[config.mk]
export PLATFORM = sky130hd
export DESIGN_NAME = sseg_scan_decoder
export DESIGN_NICKNAME = d
export VERILOG_FILES = /design/src/rtl/sseg_pkg.sv /design/src/rtl/sseg_hex_decode.sv /design/src/rtl/sseg_scan_decoder.sv
export SDC_FILE = /design/constraint.sdc
export NUM_CORES = 1
export LEC_CHECK = 0
export CORE_UTILIZATION = 45
export DETAILED_ROUTE_END_ITERATION = 6
export GPL_ROUTABILITY_DRIVEN = 0
export PLACE_DENSITY = 0.75
export REMOVE_ABC_BUFFERS = 1
export SLEW_MARGIN = 20
export SYNTH_ARGS = -nofsm -noshare
export SYNTH_HDL_FRONTEND = slang
export SYNTH_SLANG_ARGS = --single-unit
[constraint.sdc]
create_clock -name clk_i -period 2.1 [get_ports clk_i]
set_clock_uncertainty 0.2 [all_clocks]
set_input_delay 0.42 -clock clk_i [delete_from_list [all_inputs] [get_ports clk_i]]
set_output_delay 0.42 -clock clk_i [all_outputs]
set_load 0.01 [all_outputs]
[src/rtl/sseg_pkg.sv]
// Shared definitions for the seven-segment scan decoder: FSM states, the
// active-low hex segment table (also used by the display multiplexer) and the idle anode code.
package sseg_pkg;

    typedef enum logic [1:0] {StIdle, StSettling, StHeld} scan_state_e;

    localparam logic [3:0] AN_IDLE = 4'hF;

    // Active-low {dp, g..a} patterns for hex 0..F with dp off; index 0 is the LSB entry.
    localparam logic [15:0][7:0] SEG_TABLE = {
        8'h8E, 8'h86, 8'hA1, 8'hC6, 8'h83, 8'h88, 8'h90, 8'h80,
        8'hF8, 8'h82, 8'h92, 8'h99, 8'hB0, 8'hA4, 8'hF9, 8'hC0
    };

    function automatic logic an_one_cold(input logic [3:0] an);
        return (an == 4'b1110) || (an == 4'b1101) || (an == 4'b1011) || (an == 4'b0111);
    endfunction

    function automatic logic [1:0] an_index(input logic [3:0] an);
        logic [1:0] idx;
        idx = 2'd0;
        for (int k = 0; k < 4; k++) begin
            if (!an[k]) idx = 2'(k);
        end
        return idx;
    endfunction

endpackage

[src/rtl/sseg_hex_decode.sv]
// Combinational reverse lookup of an active-low segment pattern to its hex value.
// The decimal point (bit 7) is ignored; valid_o is low when no table entry matches.
module sseg_hex_decode
    import sseg_pkg::*;
(
    input  logic [7:0] pattern_i,
    output logic [3:0] value_o,
    output logic       valid_o
);

    always_comb begin
        value_o = 4'h0;
        valid_o = 1'b0;
        for (int i = 0; i < 16; i++) begin
            if (pattern_i[6:0] == SEG_TABLE[i][6:0]) begin
                value_o = 4'(i);
                valid_o = 1'b1;
            end
        end
    end

endmodule

[src/rtl/sseg_scan_decoder.sv]
// Recovers the four digit patterns from a scanned, multiplexed 7-segment bus.
// Optional hex decoding of the captured digits is compiled in with SSEG_HEX_DECODE_EN.
module sseg_scan_decoder
    import sseg_pkg::*;
#(
    parameter int unsigned SETTLE  = 4,
    parameter int unsigned TIMEOUT = 1024
) (
    input  logic       clk_i,
    input  logic       rst_ni,
    input  logic [3:0] an_i,
    input  logic [7:0] sseg_i,
    output logic [7:0] digit0_o,
    output logic [7:0] digit1_o,
    output logic [7:0] digit2_o,
    output logic [7:0] digit3_o,
    output logic       frame_valid_o,
    output logic       illegal_o,
    output logic       stale_o,
    output logic [3:0] hex0_o,
    output logic [3:0] hex1_o,
    output logic [3:0] hex2_o,
    output logic [3:0] hex3_o,
    output logic [3:0] hex_valid_o
);

    localparam int unsigned   TW      = $clog2(TIMEOUT + 1);
    localparam logic [7:0]    CNT_MAX = 8'(SETTLE);
    localparam logic [7:0]    CNT_CAP = 8'(SETTLE - 1);
    localparam logic [TW-1:0] TMO_MAX = TW'(TIMEOUT);

    logic [3:0]      an_q;
    logic [7:0]      sseg_q;
    logic [7:0]      cnt_q, cnt_d;
    scan_state_e     state_q, state_d;
    logic [3:0]      seen_q, seen_d;
    logic [3:0][7:0] digit_q, digit_d;
    logic            frame_q, frame_d;
    logic            illegal_q, illegal_d;
    logic [TW-1:0]   tmo_q, tmo_d;
    logic            an_change;
    logic            capture;
    logic [1:0]      cap_idx;

    always_comb begin
        an_change = (an_i != an_q);
        // The SETTLE-th stable sample of the registered pattern completes the dwell.
        capture   = (state_q == StSettling) && (cnt_q == CNT_CAP) && an_one_cold(an_q);
        cap_idx   = an_index(an_q);

        if (an_change)              cnt_d = 8'd0;
        else if (cnt_q == CNT_MAX)  cnt_d = cnt_q;
        else                        cnt_d = cnt_q + 8'd1;

        state_d = state_q;
        unique case (state_q)
            StSettling:     if (capture) state_d = StHeld;
            StIdle, StHeld: state_d = state_q;
            default:        state_d = StIdle;
        endcase
        if (an_change) state_d = an_one_cold(an_i) ? StSettling : StIdle;

        illegal_d = an_change && (an_i != AN_IDLE) && !an_one_cold(an_i);

        digit_d = digit_q;
        if (capture) digit_d[cap_idx] = sseg_q;

        // A completed mask is reported and cleared one edge after the completing capture.
        frame_d = (seen_q == 4'hF);
        seen_d  = frame_d ? 4'h0 : seen_q;
        if (capture) seen_d[cap_idx] = 1'b1;

        if (capture)              tmo_d = '0;
        else if (tmo_q == TMO_MAX) tmo_d = tmo_q;
        else                      tmo_d = tmo_q + TW'(1);
    end

    always_ff @(posedge clk_i or negedge rst_ni) begin
        if (!rst_ni) begin
            an_q      <= AN_IDLE;
            sseg_q    <= 8'hFF;
            cnt_q     <= 8'd0;
            state_q   <= StIdle;
            seen_q    <= 4'h0;
            digit_q   <= {4{8'hFF}};
            frame_q   <= 1'b0;
            illegal_q <= 1'b0;
            tmo_q     <= '0;
        end else begin
            an_q      <= an_i;
            sseg_q    <= sseg_i;
            cnt_q     <= cnt_d;
            state_q   <= state_d;
            seen_q    <= seen_d;
            digit_q   <= digit_d;
            frame_q   <= frame_d;
            illegal_q <= illegal_d;
            tmo_q     <= tmo_d;
        end
    end

    assign digit0_o      = digit_q[0];
    assign digit1_o      = digit_q[1];
    assign digit2_o      = digit_q[2];
    assign digit3_o      = digit_q[3];
    assign frame_valid_o = frame_q;
    assign illegal_o     = illegal_q;
    assign stale_o       = (tmo_q == TMO_MAX);

`ifdef SSEG_HEX_DECODE_EN
    logic [3:0][3:0] hex_val;

    for (genvar k = 0; k < 4; k++) begin : g_hex
        sseg_hex_decode u_hex_decode (
            .pattern_i (digit_q[k]),
            .value_o   (hex_val[k]),
            .valid_o   (hex_valid_o[k])
        );
    end

    assign hex0_o = hex_val[0];
    assign hex1_o = hex_val[1];
    assign hex2_o = hex_val[2];
    assign hex3_o = hex_val[3];
`else
    assign hex0_o      = 4'h0;
    assign hex1_o      = 4'h0;
    assign hex2_o      = 4'h0;
    assign hex3_o      = 4'h0;
    assign hex_valid_o = 4'h0;
`endif

endmodule

======== After elaboration in Yosys (flattened, before gate mapping) ========
Index checks and enable logic that the tools add are counted.
operators by class
  divide/modulo/power cells ............... 0
  eq/ne operators ......................... 20
  multiplexer cells ....................... 18
  shift operators ......................... 0
  $lt $le $gt $ge ......................... 2
  bitwise gates (word level) .............. 1
  reductions and logical operators ........ 15
  $add $sub $neg .......................... 2
  multiply operators ...................... 0
operators by type and width
  kind                   count
  $bwmux 32              1
  $eq 4x4->1 const B     7
  $mux 8                 3
  $mux 11                2
  $demux 8 s2            1
  $add 11x1->11 const B  1
  $eq 11x11->1 const B   1
  $add 8x1->8 const B    1
  $eq 4x3->1 const B     2
  $eq 8x2->1 const B     1
  $eq 8x3->1 const B     1
  $mux 2                 4
  $mux 4                 2
  $logic_or 1x1->1       6
  $logic_and 1x1->1      5
  $ne 2x2->1 const B     2
  $ne 4x4->1             1
  $ne 4x4->1 const B     1
  $or 4x4->4             1
  $pmux 2 s2             1
  $lt 2x3->1 const B     1
  $mux 1                 3
  $ne 3x3->1 const B     1
  $demux 1 s2            1
  8 further kinds        8
storage, ports and cells
  latch bits .............................. 0
  memory bits (writable) .................. 0
  memories kept ........................... 0
  memory bits (read-only) ................. 0
  word-level logic and storage cells ...... 70
  flip-flop bits (word level) ............. 71
  input bits .............................. 14

======== Longest topological paths before layout ========
  word-level depth ........................ 9
  depth in mapped cells ................... 6

======== Least setup slack after synthesis ========
No wires, ideal clock.
  path kind ............................... register to register
  start ................................... register cnt_q[4]
  end ..................................... register digit_q (netlist bit digit2_o[0])
  data arrival time ....................... 1.808 ns
  cell stages (with the launch flop) ...... 5
  path buffers ............................ 0
  setup slack ............................. 0.010 ns
  clock period less this slack ............ 2.090 ns
  cell sequence ........................... dfrtp_1 nor4_4 nand3_4 nor4b_4 mux2_2
between the ends
  word-level cells in the longest chain between the ends .. 3
RTL lines
  element                          line                     source
  from (decl)                      sseg_scan_decoder.sv:34  logic [7:0] cnt_q, cnt_d;
  from (signal assigned)           sseg_scan_decoder.sv:92  cnt_q <= cnt_d;
  $eq 8x2->1                       sseg_scan_decoder.sv:48  capture = (state_q == StSettling) && (cnt_q == CNT_CAP) && an_one_cold(an_q);
  $logic_and 1x1->1 (2 in series)  sseg_scan_decoder.sv:48
  to (signal assigned)             sseg_scan_decoder.sv:85  digit_q <= {4{8'hFF}};
  to (signal assigned)             sseg_scan_decoder.sv:95  digit_q <= digit_d;
  to (decl)                        sseg_scan_decoder.sv:37  logic [3:0][7:0] digit_q, digit_d;
Every way passes these cells.
A chain may end at the register's enable or synchronous reset.

======== Worst setup path after layout ========
  start ................................... register digit_q (netlist bit digit2_o[1])
  end ..................................... output port digit2_o[1]
RTL lines
  element    line                     source
  to (decl)  sseg_scan_decoder.sv:15  output logic [7:0] digit2_o,
No word-level cell between the ends.

==> summary.txt <==
status - finished, final reports clean
Critical-path top delay cell - clkdlybuf4s50_1
CP Launch Type - flop
DIE WIDTH - 85.74 um
HPWL Detailed - 4036 um
worst-skew pair later-pin latency - 0.35 ns
Mapped Cells - 249
Post-synth EDFFs - 0
Levels on crit path - 1
WL/cell - 13.75 um
HP Class - reg -> reg
most common cell after layout, fill and taps aside - clkdlybuf4s50_1
Hold Violations, Final - 0
fin nets - 352
ANT nets after route - 0
most frequent cells in the layout - clkdlybuf4s50_1, dfstp_2, mux2_2, dfrtp_1, buf_4
RR Endpoint - digit0_o[4]
drt total wl - 5981 um
Crit. End Element - primary output
Non-Filler Instances - 435
first-pass detailed-route iteration total - 4
combinational share of power - 11.1%
Initial Utilization - 46.45%
die height - 85.74 um
core area - 6794 um2
drc violations - 0
post-layout minimum cycle time - 2.048 ns
Layout Utilization - 61.42%
final setup TNS - 0 ns
initial drt markers - 68
Switching Share - 25.29%
met1 global-route usage - 22.58%
reg-to-reg critical path startpoint - cnt_q[6]
cell family with most CP delay - buffers and inverters
crit-path max cell delay - 0.55 ns
Rows - 30
Critical Path, Cell by Cell - clkdlybuf4s50_1
Max-cap violations - 0
worst path bufs/invs - 1
Overall Global Routing Usage - 17.79%
IO Count - 69
Worst Reg2Reg Path Length in Cells - 6
VDD IR-drop max - 0.4190 mV
Mapped Area - 3156 um2
kind of critical path - reg -> out
routing usage on met3 - 4.524%
most used routing layer - met2
power per cell area - 716.9 nW/um2
register area share after synthesis - 58.05%
root buffer cell - clkbuf_8
CTS sink cnt - 71
reg2reg setup slack - 0.07 ns
Synth Register Bits - 71
CTS HTree Levels - 3
top_reg_cell synth - dfstp_2
drt via density - 4.841
Global Route met2 Usage - 29.24%
initial antenna violation count - 0
vias in the first global route - 2090
ratio of cells with drive above 1 in the final layout - 40.41%
clock share of power - 38.6%
Int Pwr - 2.235 mW
Worst-path clk slew - 0.08 ns
ant diodes - 0
Vias - 2106
Worst Setup EP - digit2_o[1]
CTS max path bufs - 2
Num CTS Buffers - 9
largest net degree at the start of global routing - 72
FFs w/ async S/R, synth - 100.0%
crit path max fanout - 2
Data arrival, critical path - 1.43 ns
dpl cells - 414
IO buf count - 48
CTS tree - done
period utilization - 97.52%
first-pass GRT wire length - 10050 um
synthesized area per cell - 12.67 um2
worst hold slack - 0.2726 ns
final setup violation count - 0
max-slew violations - 0
die area - 7351 um2
FMAX - 0.4883 GHz
crit path from - digit2_o[1]
Layout area overhead - 32.24%
Reg power frac - 50.3%
LEAKAGE - 1.815 nW
P_sw - 0.7566 mW
synth warn - 0
RSZ-0062 raised after global routing - false
synth unique cells - 41
Worst Path Required - 1.48 ns
Tot Pwr - 2.992 mW
GRT overflow - 0
==> metal layers <==
layer | vias to the layer above | wire length [um]
met5 | - | 0
met4 | 0 | 85
met3 | 7 | 181
met2 | 53 | 2983
met1 | 1052 | 2731
li1 | 994 | -
==> registers in the layout, indices dropped and copies added, names as in the netlist, 4 cells and up <==
| signal | cells |
|---|---|
| an_q | 4 |
| digit2_o | 8 |
| tmo_q | 11 |
| sseg_q | 8 |
| seen_q | 4 |
| digit1_o | 8 |
| cnt_q | 8 |
| digit0_o | 8 |
| digit3_o | 8 |
==> cell usage after synthesis (2+ instances only) <==
| master | count | area [um2] |
|---|---|---|
| xnor2_1 | 13 | 113.9 |
| inv_1 | 10 | 37.54 |
| nand4_1 | 5 | 31.28 |
| a211oi_1 | 2 | 15.01 |
| dfrtp_1 | 27 | 675.7 |
| ha_1 | 4 | 50.05 |
| nand4b_1 | 2 | 17.52 |
| nor2_1 | 17 | 63.81 |
| xor2_1 | 3 | 26.28 |
| o21ai_0 | 4 | 20.02 |
| dfstp_2 | 44 | 1156 |
| nor2b_1 | 3 | 18.77 |
| nand3_1 | 7 | 35.03 |
| nand2_1 | 12 | 45.04 |
| or3_1 | 3 | 18.77 |
| a21oi_1 | 7 | 35.03 |
| nand4_2 | 2 | 25.02 |
| mux2_2 | 32 | 360.4 |
| buf_4 | 20 | 150.1 |
| clkbuf_1 | 3 | 11.26 |
| mux2i_1 | 2 | 20.02 |
| a31oi_1 | 2 | 12.51 |
| nor4_1 | 2 | 12.51 |
| nor3_1 | 6 | 30.03 |
==> worst min path at each step <==
stage | start | cells past startpoint | to | slack [ns]
3_3_place_gp | seen_q[1] | 2 | seen_q[1] | 0.25
6_report | seen_q[1] | 2 | seen_q[1] | 0.27
3_5_place_dp | seen_q[1] | 2 | seen_q[1] | 0.26
4_1_cts | sseg_i[0] | 1 | sseg_q[0] | 0.26
2_1_floorplan | rst_ni | 0 | cnt_q[0] | -0.08
5_1_grt | sseg_i[5] | 1 | sseg_q[5] | 0.26
==> cells by family (layout without fill, tap and decap cells) <==
logic type	after synthesis	after routing	synth area share, %
AO/OA/AOI/OAI	20	20	3.965
XOR/XNOR	16	16	4.441
adder cells (fa/ha/maj)	5	5	1.903
buffers and inverters	34	105	6.463
flip-flops	71	71	58.05
multiplexers	34	34	12.05
other	1	20	0.1188
AND/OR/NAND/NOR	68	68	13.01
==> timing repair <==
item / in CTS / in global routing
pin swaps: 1 / 5
endpoints found under the setup margin: 1 / 12
setup buffers: 5 / 1
hold buffers: 1 / 0
gates resized for setup: 4 / 2
gates cloned: 0 / 0
endpoints found under the hold margin: 27 / 0
==> cell type report <==
cell class	count	area [um2]
fillers	551	2621
clock inverters	5	63.81
inverters	10	37.54
well taps	96	120.1
multi-input cells	163	1211
clock buffers	11	152.6
flip-flops and latches	71	1832
repair buffers	79	755.7
==> metrics by stage <==
stage	area, um2	setup WS (ns)
6_report	4173	0.05210
5_1_grt	4173	0.002221
4_1_cts	4178	0.006935
3_5_place_dp	3901	0.04993
3_3_place_gp	3901	0.07062
2_1_floorplan	3060	0.009598
==> power by group through the flow <==
stage | clock network [mW] | logic (mW) | registers (mW)
2_1_floorplan | 0 | 0.122 | 1.53
3_3_place_gp | 0 | 0.313 | 1.51
3_5_place_dp | 0 | 0.323 | 1.51
4_1_cts | 1.19 | 0.336 | 1.50
5_1_grt | 1.25 | 0.368 | 1.51
6_report | 1.16 | 0.332 | 1.50
(Power assumes the default switching activity.)
